===== src/rtl/phy_tx_multilane_if.sv =====
// phy_tx_multilane_if: word-source handshake plus the per-lane serial outputs
// of the multilane transmit PHY. The source side uses the master modport; the
// PHY uses the slave modport.
interface phy_tx_multilane_if #(
  parameter int LANES = 2,
  parameter int WIDTH = 8
);
  logic [WIDTH-1:0] in_data;
  logic             in_valid;
  logic             in_ready;
  logic [LANES-1:0] out_serial;
  logic [LANES-1:0] out_active;

  modport master (
    output in_data,
    output in_valid,
    input  in_ready,
    input  out_serial,
    input  out_active
  );

  modport slave (
    input  in_data,
    input  in_valid,
    output in_ready,
    output out_serial,
    output out_active
  );
endinterface


===== src/rtl/phy_tx_multilane.sv =====
// phy_tx_multilane: stripes WIDTH-bit words round-robin over LANES serial
// lanes, MSB first. Each lane owns one holding buffer and one shift register;
// all lanes reload together when the shared bit counter wraps, sending
// IDLE_CHAR on any lane that has nothing pending.
// Optional feature: define PHY_TX_ACTIVE_LANES_EN to add the active_lanes
// input, which limits round-robin striping to the lowest N lanes.
module phy_tx_multilane #(
  parameter int               LANES     = 2,
  parameter int               WIDTH     = 8,
  parameter logic [WIDTH-1:0] IDLE_CHAR = 8'hBC
) (
  input  logic                       clk,
  input  logic                       reset,
`ifdef PHY_TX_ACTIVE_LANES_EN
  input  logic [$clog2(LANES+1)-1:0] active_lanes,
`endif
  phy_tx_multilane_if.slave          bus
);

  localparam int CW = $clog2(WIDTH);
  localparam int LW = (LANES > 1) ? $clog2(LANES) : 1;
  localparam int NW = LW + 1;
  localparam logic [CW-1:0] CNT_MAX   = CW'(WIDTH - 1);
  localparam logic [LW-1:0] LANE_LAST = LW'(LANES - 1);

  logic [CW-1:0]                 cnt_q, cnt_d;
  logic [LW-1:0]                 lane_sel_q, lane_sel_d;
  logic [LANES-1:0][WIDTH-1:0]   hold_q, hold_d;
  logic [LANES-1:0]              hold_valid_q, hold_valid_d;
  logic [LANES-1:0][WIDTH-1:0]   shreg_q, shreg_d;
  logic [LANES-1:0]              act_q, act_d;

  logic                          load_s;
  logic                          in_ready_s;
  logic                          xfer_s;
  logic [LW-1:0]                 tgt_s;
  logic [LW-1:0]                 next_s;
  logic [LANES-1:0]              serial_s;
`ifdef PHY_TX_ACTIVE_LANES_EN
  logic [NW-1:0]                 n_s;
`endif

  assign load_s     = (cnt_q == CNT_MAX);
  // A full target lane still accepts on the load edge: its old word moves to
  // the shift register on that same edge.
  assign in_ready_s = !hold_valid_q[tgt_s] || load_s;
  assign xfer_s     = bus.in_valid && in_ready_s;

`ifdef PHY_TX_ACTIVE_LANES_EN
  // Clamp the requested lane count to 1..LANES, pick the write target and its successor
  always_comb begin
    if (active_lanes == '0) begin
      n_s = NW'(1);
    end else if (int'(active_lanes) > LANES) begin
      n_s = NW'(LANES);
    end else begin
      n_s = NW'(active_lanes);
    end
    // A lane_sel left beyond a reduced lane count restarts at lane 0.
    if ({1'b0, lane_sel_q} >= n_s) begin
      tgt_s = '0;
    end else begin
      tgt_s = lane_sel_q;
    end
    if ({1'b0, tgt_s} == (n_s - NW'(1))) begin
      next_s = '0;
    end else begin
      next_s = tgt_s + LW'(1);
    end
  end
`else
  // Write target is lane_sel itself; its successor wraps after the last lane
  always_comb begin
    tgt_s = lane_sel_q;
    if (tgt_s == LANE_LAST) begin
      next_s = '0;
    end else begin
      next_s = tgt_s + LW'(1);
    end
  end
`endif

  // Next-state: bit counter, per-lane load/shift, and the holding-buffer write
  always_comb begin
    hold_d       = hold_q;
    hold_valid_d = hold_valid_q;
    shreg_d      = shreg_q;
    act_d        = act_q;
    lane_sel_d   = lane_sel_q;
    if (load_s) begin
      cnt_d = '0;
    end else begin
      cnt_d = cnt_q + CW'(1);
    end
    for (int i = 0; i < LANES; i++) begin
      if (load_s) begin
        if (hold_valid_q[i]) begin
          shreg_d[i] = hold_q[i];
        end else begin
          shreg_d[i] = IDLE_CHAR;
        end
        act_d[i]        = hold_valid_q[i];
        hold_valid_d[i] = 1'b0;
      end else begin
        shreg_d[i] = {shreg_q[i][WIDTH-2:0], 1'b0};
        act_d[i]   = act_q[i];
      end
    end
    // Applied after the load so a same-edge write keeps the lane marked full.
    if (xfer_s) begin
      hold_d[tgt_s]       = bus.in_data;
      hold_valid_d[tgt_s] = 1'b1;
      lane_sel_d          = next_s;
    end else begin
      lane_sel_d = lane_sel_q;
    end
  end

  // Serial bit of each lane is the MSB of its shift register
  always_comb begin
    serial_s = '0;
    for (int i = 0; i < LANES; i++) begin
      serial_s[i] = shreg_q[i][WIDTH-1];
    end
  end

  assign bus.in_ready   = in_ready_s;
  assign bus.out_serial = serial_s;
  assign bus.out_active = act_q;

  // State registers with synchronous reset that discards pending and in-flight words
  always_ff @(posedge clk) begin
    if (reset) begin
      cnt_q        <= '0;
      lane_sel_q   <= '0;
      hold_q       <= '0;
      hold_valid_q <= '0;
      shreg_q      <= {LANES{IDLE_CHAR}};
      act_q        <= '0;
    end else begin
      cnt_q        <= cnt_d;
      lane_sel_q   <= lane_sel_d;
      hold_q       <= hold_d;
      hold_valid_q <= hold_valid_d;
      shreg_q      <= shreg_d;
      act_q        <= act_d;
    end
  end

endmodule


===== src/flat_wrapper.sv =====
// flat-port wrapper written by rule: the top's interface ports become plain ports
module phy_tx_multilane_flat 
#(
  parameter int               LANES     = 2,
  parameter int               WIDTH     = 8,
  parameter logic [WIDTH-1:0] IDLE_CHAR = 8'hBC
)
  (clk, reset, bus_in_data, bus_in_valid, bus_in_ready, bus_out_serial, bus_out_active);
  phy_tx_multilane_if #(.LANES(LANES), .WIDTH(WIDTH)) bus_i ();
  input  logic clk;
  input  logic reset;
  input wire logic [$bits(bus_i.in_data)-1:0] bus_in_data;
  input wire logic [$bits(bus_i.in_valid)-1:0] bus_in_valid;
  output wire logic [$bits(bus_i.in_ready)-1:0] bus_in_ready;
  output wire logic [$bits(bus_i.out_serial)-1:0] bus_out_serial;
  output wire logic [$bits(bus_i.out_active)-1:0] bus_out_active;
  assign bus_i.in_data = bus_in_data;
  assign bus_i.in_valid = bus_in_valid;
  assign bus_in_ready = bus_i.in_ready;
  assign bus_out_serial = bus_i.out_serial;
  assign bus_out_active = bus_i.out_active;
  phy_tx_multilane #(.LANES(LANES), .WIDTH(WIDTH), .IDLE_CHAR(IDLE_CHAR)) u_core (.clk(clk), .reset(reset), .bus(bus_i));
endmodule

===== config.mk =====
export PLATFORM = sky130hd
export DESIGN_NAME = phy_tx_multilane_flat
export DESIGN_NICKNAME = d
export VERILOG_FILES = /design/src/rtl/phy_tx_multilane_if.sv /design/src/rtl/phy_tx_multilane.sv /design/src/flat_wrapper.sv
export SDC_FILE = /design/constraint.sdc
export NUM_CORES = 1
export LEC_CHECK = 0
export CAP_MARGIN = 20
export CORE_UTILIZATION = 25
export DETAILED_ROUTE_END_ITERATION = 6
export MAX_ROUTING_LAYER = met4
export PLACE_DENSITY = 0.38
export SYNTH_ARGS = -nofsm -noshare
export SYNTH_HDL_FRONTEND = slang
export SYNTH_SLANG_ARGS = --single-unit

===== constraint.sdc =====
create_clock -name clk -period 2.25 [get_ports clk]
set_clock_uncertainty 0.15 [all_clocks]
set_input_delay 0.45 -clock clk [delete_from_list [all_inputs] [get_ports clk]]
set_output_delay 0.45 -clock clk [all_outputs]
set_load 0.02 [all_outputs]

==> results of run 1 <==
-- per-stage QoR --
step / hold WS, ns / setup slack (ns) / instance area (um^2) / instances
floorplan: 0.258 / 0.326 / 1600 / 156
global placement: 0.263 / 0.146 / 1820 / 239
finish: 0.295 / 0.197 / 1910 / 247
CTS: 0.294 / 0.0208 / 1910 / 247
global route: 0.323 / 0.106 / 1910 / 247
detailed placement: 0.283 / 0.121 / 1820 / 239
-- sequential cells by signal, summed over array words and instances (netlist names) --
register and flops:
u_core.bus.out_active 2, u_core.hold_valid_q 2, u_core.hold_q 16, u_core.lane_sel_q 1, u_core.shreg_q 14, u_core.bus.out_serial 2
u_core.cnt_q 3
-- worst max-delay path: stages, from the launching register on --
cell and delay [ns]:
dfxtp_1 0.32, ha_1 0.22, ha_1 0.19, or2_2 0.29, clkbuf_2 0.15
-- power groups by stage --
| stage | clock network (mW) | registers [mW] | logic (mW) |
|---|---|---|---|
| after floorplan | 0 | 0.777 | 0.102 |
| after global placement | 0 | 0.779 | 0.153 |
| after detailed placement | 0 | 0.780 | 0.156 |
| after CTS | 0.511 | 0.764 | 0.154 |
| after global routing | 0.549 | 0.768 | 0.168 |
| final | 0.494 | 0.763 | 0.150 |
-- layer usage --
layer  vias to the layer above  part of all wire, %  global-route usage, %
met5                         -                    0                      -
met4                         0                  1.4                   5.79
met3                         5                  3.0                   3.33
met2                        16                   49                   17.6
met1                       492                   47                   12.3
li1                        554                    -                      -
-- layout by cell type, fill, tap and decap left out --
cell,n
nand2b_1,44
dfxtp_1,40
mux2i_1,17
clkdlybuf4s50_1,14
a21oi_1,9
o22ai_1,8
clkbuf_8,6
nand3_1,5
buf_4,5
nand3b_1,3
ha_1,3
nand2_1,2
o21ai_0,2
and3_1,2
nor3b_1,2
clkbuf_1,2
or2_2,1
nand2b_4,1
and3_4,1
nor2b_1,1
o21bai_1,1
nor3_1,1
clkbuf_2,1
buf_12,1
-- worst max path at each step --
| stage | to | slack, ns | cells after the start |
|---|---|---|---|
| 2_1_floorplan | bus_in_ready | 0.33 | 5 |
| 3_3_place_gp | bus_in_ready | 0.15 | 4 |
| 3_5_place_dp | bus_in_ready | 0.12 | 4 |
| 4_1_cts | bus_in_ready | 0.02 | 4 |
| 5_1_grt | bus_in_ready | 0.11 | 4 |
| 6_report | bus_in_ready | 0.20 | 4 |
-- layout make-up --
cell class	instances	area [um^2]	share of cell area, %
well taps	75	93.8	4.92
repair buffers	21	203	10.6
flip-flops and latches	40	801	42.0
clock buffers	8	90.1	4.72
multi-input cells	103	721	37.8
-- cell families (layout without fill, tap and decap cells) --
logic type	after synthesis	in the layout	share of synthesized area, %
multiplexers	17	17	10.6
AO/OA/AOI/OAI	20	20	7.05
adder cells (fa/ha/maj)	3	3	2.35
buffers and inverters	13	29	4.78
flip-flops	40	40	50.1
AND/OR/NAND/NOR	63	63	25.1
-- repair_timing --
| item | in CTS | in global routing |
|---|---|---|
| pin swaps | 0 | 0 |
| endpoints found under the hold margin | 0 | 0 |
| gates cloned | 0 | 0 |
| endpoints found under the setup margin | 1 | 1 |
| gates resized for setup | 1 | 2 |
==> metrics.md, run 1 <==
| Metric | Value |
|---|---|
| IO Port Bufs | 15 |
| CTS root buffer | clkbuf_8 |
| Critical path arrival | 1.45 ns |
| Synth cell count leaders | 44 x nand2b_1, 40 x dfxtp_1, 17 x mux2i_1 |
| RSZ-0062 raised after global routing | no |
| Ranking of synthesized cells by area | dfxtp_1 50%, nand2b_1 17%, mux2i_1 11%, o22ai_1 3.1%, a21oi_1 2.8% |
| Vias | 1067 |
| Combinational power share | 10.7% |
| Setup TNS | 0 ns |
| Final ANT Viol Nets | 0 |
| Reg power frac | 54.2% |
| Dpl hpwl | 1960 um |
| Antenna violations before repair | 0 |
| Layout cells sized above 1 | 9.30% |
| Mapped Area | 1600 um^2 |
| Global-route total usage across every layer | 11.0% |
| I/O pins | 16 |
| Synthesis warning total | 0 |
| Drt wl/cell | 12.4 um |
| Final core utilization | 31.7% |
| R2r startpoint | u_core.cnt_q[0]$_SDFF_PP0_ |
| Fmax | 0.487 GHz |
| Tcrit/Tclk final | 91.3% |
| Worst slew pin tran | 0.273 ns |
| Hold buffers post-CTS | 0 |
| Switching portion of total power | 23.4% |
| CTS tree | done |
| Asr flop ratio synth | 0% |
| Die width | 81.9 um |
| Hold Crit Endpoint | u_core.cnt_q[0]$_SDFF_PP0_ |
| Int Pwr | 1.08 mW |
| Post-synth top area share | 50.1% |
| Routability Congestion | 0.653 |
| Most common flop cell mapped by yosys | dfxtp_1 |
| Critical Path RT | 1.65 ns |
| Clk pin slew, worst setup/hold paths | 0.08 ns |
| First-pass GRT wire length | 5130 um |
| Filler cells | 649 |
| Die footprint | 6710 um^2 |
| Slew HR | 81.7% |
| Drt initial violations | 39 |
| Hold Path Depth | 1 |
| H-Tree Depth | 2 |
| CTS Sinks | 40 |
| Initial Util | 26.5% |
| DRC errors left | 0 |
| CTS Buffer Depth | 2 |
| Die Y | 81.9 um |
| Max FO, Critical Path | 2 |
| Placeable Area | 6030 um^2 |
| Top-count cell post-synth | nand2b_1 |
| Post-synth top area cell | dfxtp_1 |
| Number of CTS-inserted buffers | 5 |
| Minimum clock period | 2.05 ns |
| Hold Crit Start | u_core.cnt_q[0]$_SDFF_PP0_ |
| Number of global-route vias before repair | 1063 |
| Layout area overhead | 19.4% |
| Synth Instances | 156 |
| Capturing point of the worst reg2reg path | u_core.hold_q[9]$_SDFFE_PP0P_ |
| Crit end category | output port |
| Number of enable flip-flop cells after synthesis | 0 |
| Final setup viols | 0 |
| Sequential share of the synthesized area | 50.1% |
| Synth unique cells | 22 |
| VDD IR-drop max | 0.257 mV |
| Number of max-slew violations in the final report | 0 |
| Total power | 1.41 mW |
| PwrDens | 738 nW/um^2 |
| Clock Latency Late Sink | 0.29 ns |
| N_diodes | 0 |
| Vias per cell | 4.32 |
| Global route overflow | 0 |
| Fin nets | 185 |
| Min-delay worst type | reg2reg |
| Largest net degree at the start of global routing | 49 |
| CP Launch Point | u_core.cnt_q[0]$_SDFF_PP0_ |
| Drt pass-1 iters | 4 |
| Wirelength, routed | 3060 um |
| Psw | 0.329 mW |
| Static leakage | 0.730 nW |
| Syn_nets | 170 |
| R2R cell count | 6 |
| Post-CTS Setup Repair Bufs | 0 |
| Std cell rows | 28 |
| Final Hold Fails | 0 |
| Clk pwr share | 35.1% |
| Run status | finished clean |
| Reg2reg setup slack | 0.37 ns |
| Avg Inst Size Synth | 10.2 um^2 |
| CP startpoint kind | flop |
| Register bit count reported by yosys | 40 |
| Max Cap Viol | 0 |
| Critical path type | reg2out |
(Power assumes the default switching activity.)
==> run 2, diff against run 1 <==
--- a/config.mk
+++ b/config.mk
@@ -5,11 +5,13 @@
 export SDC_FILE = /design/constraint.sdc
 export NUM_CORES = 1
 export LEC_CHECK = 0
+export ABC_CLOCK_PERIOD_IN_PS = 2250
 export CAP_MARGIN = 20
 export CORE_UTILIZATION = 25
 export DETAILED_ROUTE_END_ITERATION = 6
 export MAX_ROUTING_LAYER = met4
 export PLACE_DENSITY = 0.38
+export REMOVE_ABC_BUFFERS = 1
 export SYNTH_ARGS = -nofsm -noshare
 export SYNTH_HDL_FRONTEND = slang
 export SYNTH_SLANG_ARGS = --single-unit
==> constraint.sdc (replaced) <==
create_clock -name clk -period 2.25 [get_ports clk]
set_clock_uncertainty 0.15 [all_clocks]
set_input_delay 0.225 -clock clk [delete_from_list [all_inputs] [get_ports clk]]
set_output_delay 0.225 -clock clk [all_outputs]
set_load 0.02 [all_outputs]
==> run 2 against run 1 <==
Setup slack improved by 0.043 ns. Routed wire length rose by 3.0%. Sequential power about the same. Register-to-register slack about the same. Via count grew 2.3%. Final area increased by 0.33%. Final cell count is the same. Critical path type unchanged.
==> metrics.md, run 2 (synthesis gave the netlist of run 1 again) <==
| Metric | Value |
|---|---|
| Clk pin slew, worst setup/hold paths | 0.07 ns |
| First-pass GRT wire length | 5610 um |
| Critical path arrival | 1.64 ns |
| N_diodes | 0 |
| CTS Buffer Depth | 2 |
| Clock Latency Late Sink | 0.29 ns |
| CP Launch Point | u_core.cnt_q[0]$_SDFF_PP0_ |
| Max FO, Critical Path | 2 |
| R2R cell count | 6 |
| CTS Sinks | 40 |
| CP max-delay cell | dfxtp_1 |
| Max stage delay on crit path | 0.32 ns |
| Routability Congestion | 0.718 |
| Largest net degree at the start of global routing | 49 |
| Worst path cell trace | ha_1 -> ha_1 -> or2_2 -> dlygate4sd2_1 |
| CTS root buffer | clkbuf_8 |
| Die Y | 81.9 um |
| CTS tree | done |
| Drt initial violations | 27 |
| PwrDens | 733 nW/um^2 |
| Die footprint | 6710 um^2 |
| Final WS setup | 0.240 ns |
| CTS resizes | 1 |
| Tcrit/Tclk final | 89.3% |
| Initial Util | 26.5% |
| Dpl hpwl | 2080 um |
| Std cell rows | 28 |
| RSZ-0062 raised after global routing | no |
| Placed cell areas | 1820 um^2 |
| Setup WS pre-CTS | 0.334 ns |
| R2r startpoint | u_core.cnt_q[0]$_SDFF_PP0_ |
| Worst slew pin tran | 0.276 ns |
| Most flop-heavy register | u_core.hold_q |
| Cell mode on critical path | ha_1 |
| Number of CTS-inserted buffers | 5 |
| Drt pass-1 iters | 4 |
| Final setup viols | 0 |
| Commonest non-fill, non-tap cells in the layout | 44 x nand2b_1, 40 x dfxtp_1, 17 x mux2i_1 |
| Number of global-route vias before repair | 1151 |
| Post-CTS Setup Repair Bufs | 0 |
| Antenna violations before repair | 0 |
| I/O pins | 16 |
| Vias | 1092 |
| Fmax | 0.497 GHz |
| Static leakage | 0.736 nW |
| Slew HR | 81.6% |
| Int Pwr | 1.07 mW |
| Psw | 0.330 mW |
| Layout cells sized above 1 | 9.88% |
| Setup TNS | 0 ns |
| H-Tree Depth | 2 |
| Minimum clock period | 2.01 ns |
| Final ANT Viol Nets | 0 |
| Wirelength, routed | 3150 um |
| Worst Setup EP | bus_in_ready |
| Combinational power share | 10.8% |
| Multi-input gate area | 721 um^2 |
| Min-delay worst type | reg2reg |
| Commonest non-fill, non-tap cell in the layout | nand2b_1 |
| Reg power frac | 54.5% |
| DRC errors left | 0 |
| Post-route cell area | 1910 um^2 |
| Filler cells | 641 |
| Total power | 1.40 mW |
| Global-route total usage across every layer | 11.8% |
| Switching portion of total power | 23.5% |
| VDD IR-drop max | 0.387 mV |
| Run status | finished clean |
| Placeable Area | 6030 um^2 |
| Hold buffers post-CTS | 0 |
| Clk pwr share | 34.7% |
| Drt wl/cell | 12.7 um |
| Reg2reg setup slack | 0.36 ns |
| Number of max-slew violations in the final report | 0 |
| Die width | 81.9 um |
| Min Hold Slack | 0.294 ns |
| Max reg flops | 16 |
| Capturing point of the worst reg2reg path | u_core.hold_q[11]$_SDFFE_PP0P_ |
| Global route overflow | 0 |
| Fin nets | 185 |
| Final Hold Fails | 0 |
| Biggest regs | u_core.hold_q: 16 flops, u_core.shreg_q: 14 flops, u_core.cnt_q: 3 flops |
| Sequential Area | 801 um^2 |
| Crit end category | output port |
| Vias per cell | 4.42 |
| Max Cap Viol | 0 |
| CP startpoint kind | flop |
| IO Port Bufs | 15 |
| Critical path type | reg2out |
| Layout area overhead | 19.8% |
| Critical Path RT | 1.88 ns |
-- run 2: cell count changes in the layout (fill, tap and decap cells not counted), sizes merged --
cell	delta
clkbuf	-3
dlygate4sd2	+1
clkinv	+2
-- run 2: power groups by stage --
stage	registers (mW)	logic, mW	clock network [mW]
floorplan	0.783	0.0792	0
global placement	0.780	0.153	0
detailed placement	0.781	0.157	0
CTS	0.765	0.156	0.512
global route	0.770	0.169	0.543
finish	0.765	0.152	0.487
-- run 2: cell type report --
type                            count  area share [%]
Tap cell                           75            4.90
Clock inverter                      2           0.523
Multi-Input combinational cell    103            37.6
Timing Repair Buffer               21            10.8
Sequential cell                    40            41.8
Clock buffer                        6            4.31
-- run 2: critical path: cells and delay by family, from the launching register on --
kind                       cells  cell delay, ns
adders and majority gates      2            0.42
and+or+nand+nor                1            0.29
DFF                            1            0.32
buffers and inverters          1            0.32
-- run 2: worst min-delay path by stage --
| stage | from | end | slack, ns | cells past startpoint |
|---|---|---|---|---|
| final | u_core.cnt_q[0]$_SDFF_PP0_ | u_core.cnt_q[0]$_SDFF_PP0_ | 0.29 | 1 |
| after CTS | u_core.cnt_q[0]$_SDFF_PP0_ | u_core.cnt_q[0]$_SDFF_PP0_ | 0.29 | 1 |
| after detailed placement | u_core.cnt_q[0]$_SDFF_PP0_ | u_core.cnt_q[0]$_SDFF_PP0_ | 0.27 | 1 |
| after global placement | u_core.cnt_q[0]$_SDFF_PP0_ | u_core.cnt_q[0]$_SDFF_PP0_ | 0.26 | 1 |
| after floorplan | reset | u_core.bus.out_active[0]$_SDFFE_PP0N_ | 0.14 | 1 |
| after global routing | u_core.cnt_q[0]$_SDFF_PP0_ | u_core.cnt_q[0]$_SDFF_PP0_ | 0.31 | 1 |
-- run 2: metal layers --
metal  up-vias  global-route usage [%]  share of wire (%)  routed length, um
li1        550                       -                  -                  -
met1       511                    13.9                 47               1460
met2        23                    18.8                 47               1490
met3         8                    3.33                4.1                130
met4         0                    5.26                2.0                 63
met5         -                       -                  0                  0
-- run 2: metrics by stage --
stage	instances	utilization, %
2_1_floorplan	143	-
3_3_place_gp	239	30.3
3_5_place_dp	239	30.3
4_1_cts	247	31.8
5_1_grt	247	31.8
6_report	247	31.8
==> run 3, diff against run 2 <==
--- a/config.mk
+++ b/config.mk
@@ -9,6 +9,7 @@
 export CAP_MARGIN = 20
 export CORE_UTILIZATION = 25
 export DETAILED_ROUTE_END_ITERATION = 6
+export GPL_ROUTABILITY_DRIVEN = 0
 export MAX_ROUTING_LAYER = met4
 export PLACE_DENSITY = 0.38
 export REMOVE_ABC_BUFFERS = 1
==> results of run 3 <==
No change in the layout: final DEF, timing and power equal those of run 2.
